==> src/rtl/reaction_pkg.sv <==
// reaction_pkg
// Shared definitions for the reaction game controller: game state encoding,
// display-select and difficulty codes, LFSR constants and small helpers.
// No ports (package).
package reaction_pkg;

    typedef enum logic [2:0] {
        MENU   = 3'd0,
        WAIT   = 3'd1,
        GO     = 3'd2,
        RESULT = 3'd3,
        FAULT  = 3'd4
    } state_t;

    // Display driver select codes
    localparam logic [1:0] SEL_MENU   = 2'd0;
    localparam logic [1:0] SEL_COUNT  = 2'd1;
    localparam logic [1:0] SEL_RESULT = 2'd2;
    localparam logic [1:0] SEL_FAULT  = 2'd3;

    // Difficulty codes; 2'b11 is never produced
    localparam logic [1:0] MODE_EASY = 2'b00;
    localparam logic [1:0] MODE_REG  = 2'b01;
    localparam logic [1:0] MODE_HARD = 2'b10;

    // 16-bit Fibonacci LFSR, taps 16,14,13,11 (bit indices 15,13,12,10)
    localparam logic [15:0] LFSR_SEED = 16'hACE1;
    localparam logic [15:0] LFSR_TAPS = 16'hB400;

    function automatic logic [15:0] lfsr_next(input logic [15:0] cur);
        return {cur[14:0], ^(cur & LFSR_TAPS)};
    endfunction

    function automatic logic [1:0] mode_next(input logic [1:0] cur);
        case (cur)
            MODE_EASY: return MODE_REG;
            MODE_REG:  return MODE_HARD;
            default:   return MODE_EASY;
        endcase
    endfunction

endpackage

==> src/rtl/btn_conditioner.sv <==
// btn_conditioner
// Conditions one raw push-button: two-flop synchronizer, counting debouncer,
// and a one-cycle pulse on each rising edge of the debounced level.
// Ports:
//   clk_500Hz  in   system tick clock
//   rst        in   asynchronous active-high reset
//   i_btn      in   raw asynchronous button
//   o_pulse    out  one-cycle pulse on debounced press
module btn_conditioner #(
    parameter int DEBOUNCE_TICKS = 10
) (
    input  logic clk_500Hz,
    input  logic rst,
    input  logic i_btn,
    output logic o_pulse
);

    localparam int CNT_W = $clog2(DEBOUNCE_TICKS + 1);

    logic             r_sync1;
    logic             r_sync2;
    logic             r_level;
    logic             r_level_d;
    logic [CNT_W-1:0] r_cnt;

    always_ff @(posedge clk_500Hz or posedge rst) begin
        if (rst) begin
            r_sync1   <= 1'b0;
            r_sync2   <= 1'b0;
            r_level   <= 1'b0;
            r_level_d <= 1'b0;
            r_cnt     <= '0;
        end else begin
            r_sync1   <= i_btn;
            r_sync2   <= r_sync1;
            r_level_d <= r_level;
            // Count consecutive disagreeing samples; the Nth one flips the level.
            if (r_sync2 != r_level) begin
                if (r_cnt == CNT_W'(DEBOUNCE_TICKS - 1)) begin
                    r_level <= r_sync2;
                    r_cnt   <= '0;
                end else begin
                    r_cnt <= r_cnt + 1'b1;
                end
            end else begin
                r_cnt <= '0;
            end
        end
    end

    assign o_pulse = r_level & ~r_level_d;

endmodule

==> src/rtl/reaction_ctrl.sv <==
// reaction_ctrl
// Reaction game controller on the 500 Hz tick (1 cycle = 2 ms): conditions
// the buttons, runs the MENU/WAIT/GO/RESULT/FAULT machine and times the
// reaction in ms. The reported time excludes the fixed button latency.
// Ports:
//   clk_500Hz  in   system tick clock
//   rst        in   asynchronous active-high reset
//   btn_mode   in   raw mode button
//   btn_start  in   raw start/return button
//   btn_react  in   raw reaction button
//   number     out  reaction time / timeout in ms
//   select     out  display state (mode name, live count, result, fault)
//   mode       out  difficulty (easy, regular, hard)
//   led_go     out  high while the player must react
module reaction_ctrl
    import reaction_pkg::*;
#(
    parameter int DEBOUNCE_TICKS = 10,
    parameter int DELAY_BASE     = 500,
    parameter int LIMIT_EASY_MS  = 2000,
    parameter int LIMIT_REG_MS   = 1000,
    parameter int LIMIT_HARD_MS  = 500
) (
    input  logic        clk_500Hz,
    input  logic        rst,
    input  logic        btn_mode,
    input  logic        btn_start,
    input  logic        btn_react,
    output logic [13:0] number,
    output logic [1:0]  select,
    output logic [1:0]  mode,
    output logic        led_go
);

    logic w_mode_p;
    logic w_start_p;
    logic w_react_p;

    state_t      r_state,  w_state_nxt;
    logic [15:0] r_lfsr;
    logic [15:0] r_delay,  w_delay_nxt;
    logic [13:0] r_number, w_number_nxt;
    logic [1:0]  r_mode,   w_mode_nxt;
    logic [1:0]  r_select, w_select_nxt;
    logic        r_led,    w_led_nxt;
    logic [13:0] w_limit;

    btn_conditioner #(.DEBOUNCE_TICKS(DEBOUNCE_TICKS)) u_btn_mode (
        .clk_500Hz(clk_500Hz), .rst(rst), .i_btn(btn_mode),  .o_pulse(w_mode_p)
    );
    btn_conditioner #(.DEBOUNCE_TICKS(DEBOUNCE_TICKS)) u_btn_start (
        .clk_500Hz(clk_500Hz), .rst(rst), .i_btn(btn_start), .o_pulse(w_start_p)
    );
    btn_conditioner #(.DEBOUNCE_TICKS(DEBOUNCE_TICKS)) u_btn_react (
        .clk_500Hz(clk_500Hz), .rst(rst), .i_btn(btn_react), .o_pulse(w_react_p)
    );

    always_comb begin
        case (r_mode)
            MODE_HARD: w_limit = 14'(LIMIT_HARD_MS);
            MODE_REG:  w_limit = 14'(LIMIT_REG_MS);
            default:   w_limit = 14'(LIMIT_EASY_MS);
        endcase
    end

    // State and registered outputs
    always_ff @(posedge clk_500Hz or posedge rst) begin
        if (rst) begin
            r_state  <= MENU;
            r_lfsr   <= LFSR_SEED;
            r_delay  <= '0;
            r_number <= '0;
            r_mode   <= MODE_EASY;
            r_select <= SEL_MENU;
            r_led    <= 1'b0;
        end else begin
            r_state  <= w_state_nxt;
            r_lfsr   <= lfsr_next(r_lfsr);
            r_delay  <= w_delay_nxt;
            r_number <= w_number_nxt;
            r_mode   <= w_mode_nxt;
            r_select <= w_select_nxt;
            r_led    <= w_led_nxt;
        end
    end

    // Next state: a react pulse beats both WAIT expiry and the GO limit.
    always_comb begin
        w_state_nxt = r_state;
        case (r_state)
            MENU:   if (w_start_p) w_state_nxt = WAIT;
            WAIT: begin
                if (w_react_p)          w_state_nxt = FAULT;
                else if (r_delay == '0) w_state_nxt = GO;
            end
            GO: begin
                if (w_react_p)              w_state_nxt = RESULT;
                else if (r_number == w_limit) w_state_nxt = FAULT;
            end
            RESULT, FAULT: if (w_start_p) w_state_nxt = MENU;
            default: w_state_nxt = MENU;
        endcase
    end

    // Datapath and output decode; outputs are decoded from the next state
    // so they register on the same edge as the state change.
    always_comb begin
        w_delay_nxt  = r_delay;
        w_number_nxt = r_number;
        w_mode_nxt   = r_mode;
        case (r_state)
            MENU: begin
                // start wins over a simultaneous mode press
                if (w_start_p)
                    w_delay_nxt = 16'(DELAY_BASE) + {6'd0, r_lfsr[9:0]};
                else if (w_mode_p)
                    w_mode_nxt = mode_next(r_mode);
            end
            WAIT: begin
                if (!w_react_p && r_delay != '0) w_delay_nxt = r_delay - 16'd1;
            end
            GO: begin
                if (!w_react_p && r_number != w_limit) w_number_nxt = r_number + 14'd2;
            end
            RESULT, FAULT: begin
                if (w_start_p) w_number_nxt = '0;
            end
            default: w_number_nxt = '0;
        endcase

        case (w_state_nxt)
            WAIT, GO: w_select_nxt = SEL_COUNT;
            RESULT:   w_select_nxt = SEL_RESULT;
            FAULT:    w_select_nxt = SEL_FAULT;
            default:  w_select_nxt = SEL_MENU;
        endcase
        w_led_nxt = (w_state_nxt == GO);
    end

    assign number = r_number;
    assign select = r_select;
    assign mode   = r_mode;
    assign led_go = r_led;

endmodule

==> config.mk <==
export PLATFORM = sky130hd
export DESIGN_NAME = reaction_ctrl
export DESIGN_NICKNAME = d
export VERILOG_FILES = /design/src/rtl/reaction_pkg.sv /design/src/rtl/btn_conditioner.sv /design/src/rtl/reaction_ctrl.sv
export SDC_FILE = /design/constraint.sdc
export NUM_CORES = 1
export LEC_CHECK = 0
export CAP_MARGIN = 5
export CORE_MARGIN = 10
export CORE_UTILIZATION = 50
export CTS_CLUSTER_SIZE = 20
export DETAILED_ROUTE_END_ITERATION = 8
export PLACE_DENSITY = 0.68
export SLEW_MARGIN = 20
export SYNTH_ARGS = -nofsm -noshare
export SYNTH_HDL_FRONTEND = slang
export SYNTH_SLANG_ARGS = --single-unit
==> constraint.sdc <==
create_clock -name clk_500Hz -period 4.5 [get_ports clk_500Hz]
set_input_delay 0.9 -clock clk_500Hz [delete_from_list [all_inputs] [get_ports clk_500Hz]]
set_output_delay 0.9 -clock clk_500Hz [all_outputs]
set_load 0.01 [all_outputs]
# After elaboration in Yosys (flattened, before gate mapping)
# Index checks and enable logic that the tools add are counted.
# word_totals
word_cells,98
out_inout_bits,19
input_bits,5
regBits,78
# classes
addsub,6
n_bitwise,8
mux,22
n_reduce_logical,18
eq_ne,22
# op_table
operator,count
14-bit case mux with 3 select lines,1
16-bit two-way mux,2
16-bit case mux with 2 select lines,1
14-bit two-way mux,2
4-bit two-way mux,6
11-bit case mux with 2 select lines,1
3-bit two-way mux,6
16-bit zero test,1
16-bit nonzero test,1
16-bit XOR reduction,1
"16-bit by 1-bit subtractor with 16-bit output, second input constant",1
"14-bit by 2-bit adder with 14-bit output, second input constant",1
14-bit equality test,1
14-bit != test,1
"4-bit by 1-bit adder with 4-bit output, second input constant",3
"3-bit by 2-bit equality test with 1-bit output, second input constant",4
"4-bit equality test, second input constant",3
3-bit case mux with 4 select lines,1
"9-bit by 10-bit adder with 11-bit output, first input constant",1
3-bit AND reduction,3
"3-bit by 1-bit equality test with 1-bit output, second input constant",2
"3-bit equality test, second input constant",2
2-bit case mux with 3 select lines,1
2-bit AND reduction,3
14 further kinds,27

# Depth between registers and ports, before layout
# Gate-level depths: netlist of the first run.
# depth
ltp_word,9
depth_mapped,9
depth_no_buf,7

# By module
# From an unflattened synthesis of the first run, not the netlist that was laid out.
# hier_totals
hier_cells,363
area_unflattened_um2,3743.6
# modules_own_cells
mod,cells_per_inst,area_per_inst_um2,n_inst
reaction_ctrl,291,2771.4,1
btn_conditioner,24,324.1,3

# Least setup slack after synthesis of the first run
# Ideal clock, no wire load.
# synth_path
kind,register to register
from,register r_delay[10]
to,register r_delay[7]
synth_period_minus_slack_ps,2213
setup_time_ps,121
t_arrival_ps,2091
stages_incl_launch_ff,8
slack_ps,2287
required_ps,4379
cell_sequence,dfrtp_1 -> or4_4 -> or4_4 -> buf_6 -> o22ai_4 -> buf_6 -> a21oi_2 -> o22a_1
# synth_between
elab_chain_cells,4
# synth_rtl
element,line,source
"start, declared",reaction_ctrl.sv:41,"logic [15:0] r_delay, w_delay_nxt;"
"start signal, assigned",reaction_ctrl.sv:79,r_delay <= w_delay_nxt;
16-bit nonzero test,reaction_ctrl.sv:120,if (!w_react_p && r_delay != '0) w_delay_nxt = r_delay - 16'd1;
1-bit logical AND,reaction_ctrl.sv:120,
2-bit != test (no line),n/a,
3-bit AND reduction (no line),n/a,
# Every way passes these cells.
# A chain may end at the register's enable or synchronous reset.

# Final worst setup path of the first run
# layout_path
from,register r_delay[10]
to,register r_delay[4]
# Same word-level chain as after synthesis.

==> results.py, run 1 <==
metrics = {
    "critical_path": {
        "ff2ff_path_depth": 5,
        "startpoint_type": "flip-flop",
        "crit_type": "flip-flop to flip-flop",
        "worstPathMaxFanout": 20,
        "rrSetupSlack_ns": 2.07,
        "required_ns": 4.77,
        "worstReg2RegEnd": "r_delay[4]",
        "crit_arrival_ns": 2.70,
        "critPathCaptureType": "flip-flop",
        "regToRegStartpoint": "r_delay[10]",
    },
    "outcome": {
        "status": "complete, no violations",
    },
    "grt": {
        "grt_pass1_wl_um": 12800,
        "antenna_found_initial": 0,
        "grt_max_degree": 32,
        "grt_use_total": 0.136,
        "grt_pass1_vias": 2707,
        "grt_overflow": 0,
    },
    "detailed_routing": {
        "ant_nets": 0,
        "wl_met3_um": 326,
        "top_layer": "met4",
        "wirelength_um": 6950,
        "vias": 2687,
        "routed_via_density": 5.52,
        "routed-wl-met2_um": 3200,
        "wl_per_cell_um": 14.3,
        "drtIter0Drc": 127,
        "remaining_drc_errors": 0,
        "first_pass_iters": 4,
        "met1_length_um": 3330,
    },
    "hold_path": {
        "hold_class": "flip-flop to flip-flop",
        "whs_path_depth": 0,
        "min_from": "u_btn_mode.r_sync1",
        "hold-path-endpoint": "u_btn_mode.r_sync2",
    },
    "sta": {
        "skew_ns": 0.0153,
        "max_freq_mhz": 412,
        "setup_viol": 0,
        "tightest_slew_ns": 0.728,
        "period_share": 0.540,
        "fin_crit_ns": 2.43,
        "maxSlewHeadroom": 0.514,
        "hold_viol": 0,
        "drv_slew": 0,
        "tns_ns": 0,
        "rsz0062_at_grt": "false",
    },
    "cts": {
        "clk_pin_slew_ns": 0.09,
        "clk_latency_ns": 0.35,
        "post_cts_buffers": 0,
        "cts_resized": 0,
        "cts_tree": "yes",
        "htree_levels": 3,
        "clock_sinks": 77,
        "root_buffer": "clkbuf_8",
        "cts.path.max_buffers": 2,
        "cts_buffers": 9,
        "holdBufCountCts": 0,
    },
    "power_and_ir_drop": {
        "pwr-share-seq": 0.471,
        "p_per_area_nw_per_um2": 432,
        "combinationalPowerShare": 0.262,
        "internal_power_mw": 1.21,
        "switching_share": 0.341,
        "pwr-share-clk": 0.267,
        "power_mw": 1.83,
        "peakVddDrop_mv": 0.261,
        "p_switching_mw": 0.625,
        "leakage_nw": 1.87,
    },
    "floorplan": {
        "die_h_um": 107,
        "io_pins": 24,
        "coreArea_um2": 7290,
        "fp.dieArea_um2": 11500,
        "rows": 31,
        "start_util": 0.519,
        "die_w_um": 107,
    },
    "final_layout": {
        "fillers": 650,
        "diodes": 0,
        "nets": 401,
        "area_delta_synth_final_pct": 12.2,
        "layout_common_cells": "dfrtp_1, nor2_1, a21oi_1, clkdlybuf4s50_1, o21ai_0",
        "drive_gt1_frac": 0.129,
        "layout_commonest_cell": "dfrtp_1",
    },
    "synthesis": {
        "avgSynthCellArea_um2": 10.5,
        "synth_cells": 361,
        "ys_ff_latch": 77,
        "syn-num-nets": 379,
        "synth-warning-count": 0,
        "synth_edf_count": 0,
        "ys_seq_area_frac": 0.512,
        "async_flop_share": 1.00,
        "synth.distinct_cells": 57,
        "synth_top_flop_cell": "dfrtp_1",
        "synth_area_um2": 3790,
    },
    "placement": {
        "port_buffers": 22,
        "place.gp.congestion": 0.781,
        "dp_hpwl_um": 4930,
    },
    "flow_run": {
        "cap_violations": 0,
    },
}
## per-layer routing
layer	up-vias	track usage
met5	-	0
met2	50	0.202
met1	1292	0.179
met3	8	0.0437
li1	1337	-
met4	0	0.0532
## state kept, by name, summed over array words and instances, names as in the netlist, 2 cells and up
signal             cells
r_delay               16
mode                   2
r_lfsr                16
u_btn_react.r_cnt      4
r_state                3
u_btn_mode.r_cnt       4
u_btn_start.r_cnt      4
select                 2
number                13
## cells in the mapped netlist, types with 4 or more instances
cell | n | area, um2
or3_1 | 4 | 25.0
o31ai_1 | 10 | 75.1
ha_1 | 13 | 163
buf_6 | 4 | 45.0
nand3b_1 | 7 | 52.6
inv_1 | 16 | 60.1
a21oi_1 | 27 | 135
xor2_1 | 13 | 114
nand2_1 | 15 | 56.3
or4_1 | 10 | 75.1
a22oi_1 | 5 | 37.5
dfstp_2 | 8 | 210
xnor2_1 | 8 | 70.1
nand3_1 | 12 | 60.1
nor3_1 | 6 | 30.0
nor4_1 | 5 | 31.3
o21ai_0 | 20 | 100
clkbuf_1 | 7 | 26.3
nor2_1 | 40 | 150
mux2_2 | 4 | 45.0
nand4_1 | 6 | 37.5
dfrtp_1 | 69 | 1730
## cells by family (layout without fill, tap and decap cells)
| kind of cell | Yosys count | count (layout) | share of synthesized area |
|---|---|---|---|
| XOR/XNOR | 21 | 21 | 0.0486 |
| buffers and inverters | 31 | 58 | 0.0436 |
| AO/OA/AOI/OAI | 82 | 82 | 0.143 |
| adder cells (fa/ha/maj) | 13 | 13 | 0.0430 |
| AND/OR/NAND/NOR | 130 | 130 | 0.192 |
| multiplexers | 6 | 6 | 0.0172 |
| flip-flops | 77 | 77 | 0.512 |
| other | 1 | 1 | 0.000990 |
## power by group through the flow
stage	Sequential (mW)	Combinational, mW	Clock [mW]
final	0.864	0.481	0.489
after global routing	0.883	0.547	0.538
after floorplan	0.853	0.411	0
after detailed placement	0.875	0.484	0
after global placement	0.870	0.473	0
after CTS	0.863	0.485	0.508
## worst max-delay path, cell delays in order (launching register included)
cell and delay, ns:
dfrtp_1 0.44, or4_4 0.57, or4_4 0.59, o22ai_4 0.47
o21ai_0 0.17, o21ai_0 0.11
## how the worst max path moves through the flow
stage | from | endpoint | cells after the start
floorplan | rst | led_go | 1
global placement | r_delay[10] | r_delay[7] | 5
detailed placement | r_delay[10] | r_delay[4] | 5
CTS | r_delay[10] | r_delay[7] | 5
global route | r_delay[10] | r_delay[8] | 5
finish | r_delay[10] | r_delay[4] | 5
## final cells by class
cell class | count | area, um2 | share of cell area
clock buffer | 10 | 138 | 0.0324
clock inverter | 6 | 53.8 | 0.0127
timing repair buffer | 26 | 250 | 0.0589
multi-input combinational | 253 | 1680 | 0.397
inverter | 16 | 60.1 | 0.0141
tap | 99 | 124 | 0.0292
sequential | 77 | 1940 | 0.456
## per-stage QoR
stage                     std cells  setup slack (ns)  hold slack, ns   util  cell area [um2]
final                           487              2.07           0.353  0.582             4250
after global routing            487              1.88           0.362  0.582             4250
after CTS                       487              2.08           0.358  0.582             4250
after detailed placement        471              2.09           0.338  0.556             4060
after global placement          471              2.14           0.333  0.556             4060
after floorplan                 361              1.65           0.331      -             3790
Note: power is estimated with default switching activity, not from simulation.
==> run 2, diff against run 1 <==
Settings changed: PLACE_DENSITY 0.68 to 0.71.
Clock period 4.5 ns to 2.1 ns, I/O delays scaled along.
==> results.py, run 2 (synthesis gave the netlist of run 1 again) <==
metrics = {
    "outcome": {
        "status": "finished with violations",
        "violations": "negative setup slack",
    },
    "detailed_routing": {
        "vias": 2808,
        "wl_per_cell_um": 14.3,
        "wirelength_um": 7400,
        "ant_nets": 0,
        "routed_via_density": 5.44,
        "first_pass_iters": 4,
        "drtIter0Drc": 75,
        "remaining_drc_errors": 0,
    },
    "sta": {
        "whs_ns": 0.362,
        "rsz0062_at_grt": "true",
        "period_share": 1.01,
        "drv_slew": 0,
        "fin_crit_ns": 2.12,
        "fin_ws_ns": -0.0226,
        "skew_ns": 0.0182,
        "setup_viol": 1,
        "tns_ns": -0.0226,
        "hold_viol": 0,
        "tightest_slew_ns": 0.540,
        "maxSlewHeadroom": 0.635,
        "max_freq_mhz": 471,
    },
    "hold_path": {
        "hold_class": "flip-flop to flip-flop",
        "whs_path_depth": 0,
    },
    "cts": {
        "cts.path.max_buffers": 2,
        "clk_pin_slew_ns": 0.10,
        "cts_buffers": 9,
        "clk_latency_ns": 0.37,
        "cts_tree": "yes",
        "root_buffer": "clkbuf_8",
        "clock_sinks": 77,
        "holdBufCountCts": 0,
        "htree_levels": 3,
    },
    "placement": {
        "dp_hpwl_um": 5140,
        "port_buffers": 22,
        "dp.cells": 493,
        "place.gp.congestion": 0.797,
        "pre_cts_ws_ns": -0.0178,
    },
    "critical_path": {
        "cp.depth": 6,
        "rrSetupSlack_ns": -0.02,
        "slowest_delay_ns": 0.56,
        "timing.critical_path.mode_cell": "or4_4",
        "critPathCaptureType": "flip-flop",
        "crit_buf_inv": 1,
        "crit_chain": "or4_4 -> or4_4 -> o22ai_4 -> buf_12 -> a21oi_2 -> o22a_1",
        "ff2ff_path_depth": 6,
        "worstPathMaxFanout": 20,
        "crit_arrival_ns": 2.37,
        "crit_family": "simple AND/OR/NAND/NOR gates",
        "required_ns": 2.35,
        "worst_path_max_delay_cell": "or4_4",
        "startpoint_type": "flip-flop",
        "crit_type": "flip-flop to flip-flop",
    },
    "grt": {
        "grt_max_degree": 78,
        "grt_use_total": 0.136,
        "grt_pass1_wl_um": 12800,
        "antenna_found_initial": 0,
        "grt_pass1_vias": 2735,
        "grt_overflow": 0,
    },
    "floorplan": {
        "coreArea_um2": 7290,
        "die_h_um": 107,
        "io_pins": 24,
        "fp.dieArea_um2": 11500,
        "rows": 31,
        "die_w_um": 107,
        "start_util": 0.519,
    },
    "flow_run": {
        "cap_violations": 0,
    },
    "final_layout": {
        "final_util": 0.622,
        "diodes": 0,
        "finalNonFillerCells": 516,
        "multi_input_area_um2": 1710,
        "drive_gt1_frac": 0.204,
        "area_delta_synth_final_pct": 19.9,
        "layout_commonest_cell": "dfrtp_1",
        "fillers": 638,
        "nets": 430,
        "seq_area_um2": 1940,
        "layout_common_cells": "dfrtp_1, nor2_1, buf_4, a21oi_1, clkdlybuf4s50_1",
    },
    "power_and_ir_drop": {
        "leakage_nw": 2.03,
        "p_per_area_nw_per_um2": 957,
        "peakVddDrop_mv": 0.581,
    },
}
[run 2: report_power, final]
part / switching (mW) / internal (mW) / total (mW)
registers: 0.130 / 1.66 / 1.79
logic: 0.748 / 0.685 / 1.43
clock network: 0.645 / 0.477 / 1.12
total: 1.52 / 2.82 / 4.34
[run 2: final timing paths]
check | from | end
max | r_delay[10] | r_delay[7]
min | r_lfsr[14] | r_lfsr[15]
max reg2reg | r_delay[10] | r_delay[7]
min reg2reg | r_lfsr[14] | r_lfsr[15]
max in group asynchronous | rst | r_lfsr[5]
min in group asynchronous | rst | u_btn_start.r_cnt[3]
[run 2: per-layer routing]
layer	track usage	wire, um	vias up
li1	-	-	1397
met2	0.209	3520	46
met3	0.0491	355	9
met1	0.174	3450	1356
met5	0	0	-
met4	0.0455	77	0
[run 2: cell type report]
class,instances,area share
multi-input combinational,253,0.377
clock buffer,9,0.0273
inverter,16,0.0141
tap,99,0.0273
clock inverter,7,0.0179
timing repair buffer,55,0.109
sequential,77,0.427
[run 2: what timing repair did]
action / 4_1_cts / 5_1_grt
resized for setup: 1 / 8
setup endpoints to repair: 8 / 24
setup buffers: 1 / 6
pin swaps: 1 / 7
endpoints found under the hold margin: 0 / 0
[run 2: through the flow]
| stage | area, um2 | power, mW |
|---|---|---|
| after floorplan | 3790 | 2.71 |
| after global placement | 4250 | 3.06 |
| after detailed placement | 4250 | 3.11 |
| after CTS | 4470 | 4.26 |
| after global routing | 4540 | 4.62 |
| final | 4540 | 4.34 |
==> run 3, diff against run 2 <==
Settings changed: PLACE_DENSITY 0.71 to 0.68.
Clock period 2.1 ns to 2.6 ns, I/O delays scaled along.
==> results.py, run 3 (synthesis gave the netlist of run 1 again) <==
metrics = {
    "outcome": {
        "status": "complete, no violations",
    },
    "flow_run": {
        "cap_violations": 0,
    },
    "cts": {
        "cts.path.max_buffers": 2,
        "post_cts_buffers": 0,
        "root_buffer": "clkbuf_8",
        "clock_sinks": 77,
        "cts_resized": 0,
        "cts_tree": "yes",
        "holdBufCountCts": 0,
        "clk_pin_slew_ns": 0.08,
        "htree_levels": 3,
        "clk_latency_ns": 0.35,
        "cts_buffers": 9,
    },
    "sta": {
        "skew_ns": 0.00923,
        "fin_crit_ns": 2.35,
        "rsz0062_at_grt": "false",
        "hold_viol": 0,
        "tightest_slew_ns": 0.645,
        "period_share": 0.905,
        "fin_ws_ns": 0.248,
        "setup_viol": 0,
        "whs_ns": 0.357,
        "max_freq_mhz": 425,
        "maxSlewHeadroom": 0.570,
        "drv_slew": 0,
        "tns_ns": 0,
    },
    "grt": {
        "grt_pass1_wl_um": 12700,
        "grt_use_total": 0.136,
        "antenna_found_initial": 0,
        "grt_overflow": 0,
        "grt_max_degree": 42,
        "grt_pass1_vias": 2730,
    },
    "detailed_routing": {
        "drtIter0Drc": 121,
        "met1_length_um": 3380,
        "wl_per_cell_um": 14.5,
        "remaining_drc_errors": 0,
        "vias": 2744,
        "first_pass_iters": 4,
        "ant_nets": 0,
        "routed-wl-met2_um": 3370,
        "top_layer": "met4",
        "routed_via_density": 5.52,
        "wl_met3_um": 376,
        "wirelength_um": 7210,
    },
    "final_layout": {
        "area_delta_synth_final_pct": 14.2,
        "final_area_um2": 4320,
        "layout_common_cells": "dfrtp_1, nor2_1, a21oi_1, clkdlybuf4s50_1, o21ai_0",
        "diodes": 0,
        "layout_commonest_cell": "dfrtp_1",
        "fillers": 646,
        "drive_gt1_frac": 0.151,
        "nets": 411,
    },
    "power_and_ir_drop": {
        "peakVddDrop_mv": 0.384,
        "leakage_nw": 1.93,
        "combinationalPowerShare": 0.283,
        "p_per_area_nw_per_um2": 738,
        "pwr-share-clk": 0.251,
        "switching_share": 0.342,
        "internal_power_mw": 2.10,
        "p_switching_mw": 1.09,
        "pwr-share-seq": 0.465,
    },
    "critical_path": {
        "startpoint_type": "flip-flop",
        "worstPathMaxFanout": 8,
        "critPathCaptureType": "flip-flop",
        "ff2ff_path_depth": 6,
        "crit_type": "flip-flop to flip-flop",
        "required_ns": 2.88,
        "crit_arrival_ns": 2.63,
    },
    "floorplan": {
        "rows": 31,
        "die_w_um": 107,
        "io_pins": 24,
        "fp.dieArea_um2": 11500,
        "start_util": 0.519,
        "die_h_um": 107,
        "coreArea_um2": 7290,
    },
    "placement": {
        "dp_hpwl_um": 5140,
        "port_buffers": 22,
        "pre_cts_ws_ns": 0.274,
        "place.gp.congestion": 0.864,
        "dpl-instance-area_um2": 4140,
    },
    "hold_path": {
        "hold_class": "flip-flop to flip-flop",
        "whs_path_depth": 0,
    },
}
[run 3: changes by cell type in the layout (fill, tap and decap cells not counted), sizes merged]
cell	delta
inv	-2
clkbuf	+1
clkinvlp	+1
buf	-19
[run 3: worst paths after layout]
path,start,endpoint,slack [ns]
max,r_delay[10],r_delay[0],0.25
min in group asynchronous,rst,r_lfsr[14],0.45
min,r_lfsr[14],r_lfsr[15],0.36
max reg2reg,r_delay[10],r_delay[0],0.25
max in group asynchronous,rst,u_btn_mode.r_cnt[0],1.54
min reg2reg,r_lfsr[14],r_lfsr[15],0.36
[run 3: worst max-delay path, stage by stage, from the launching register on]
cell and delay, ns:
dfrtp_1 0.44, or4_4 0.57, or4_4 0.59, o22ai_4 0.27, buf_4 0.21, a21oi_1 0.06, o22ai_2 0.14
[run 3: per-stage QoR]
| stage | power (mW) | std cells | util |
|---|---|---|---|
| floorplan | 2.19 | 361 | - |
| global placement | 2.38 | 481 | 0.568 |
| detailed placement | 2.41 | 481 | 0.568 |
| CTS | 3.22 | 497 | 0.592 |
| global route | 3.41 | 497 | 0.593 |
| finish | 3.19 | 497 | 0.593 |
[run 3: layout make-up]
type	instances	area (um2)	share of cell area
Sequential cell	77	1940	0.448
Timing Repair Buffer	36	338	0.0781
Clock inverter	6	46.3	0.0107
Inverter	16	60.1	0.0139
Tap cell	99	124	0.0287
Clock buffer	10	128	0.0295
Multi-Input combinational cell	253	1690	0.391
[run 3: metal layers]
metal | up-vias | GRT usage
li1 | 1365 | -
met1 | 1324 | 0.168
met2 | 47 | 0.215
met3 | 8 | 0.0497
met4 | 0 | 0.0426
met5 | - | 0
[run 3: power by group through the flow]
stage	registers (mW)	logic, mW	clock network [mW]
after floorplan	1.48	0.711	0
after global placement	1.50	0.881	0
after detailed placement	1.50	0.905	0
after CTS	1.48	0.909	0.829
after global routing	1.52	1.02	0.876
final	1.49	0.905	0.802
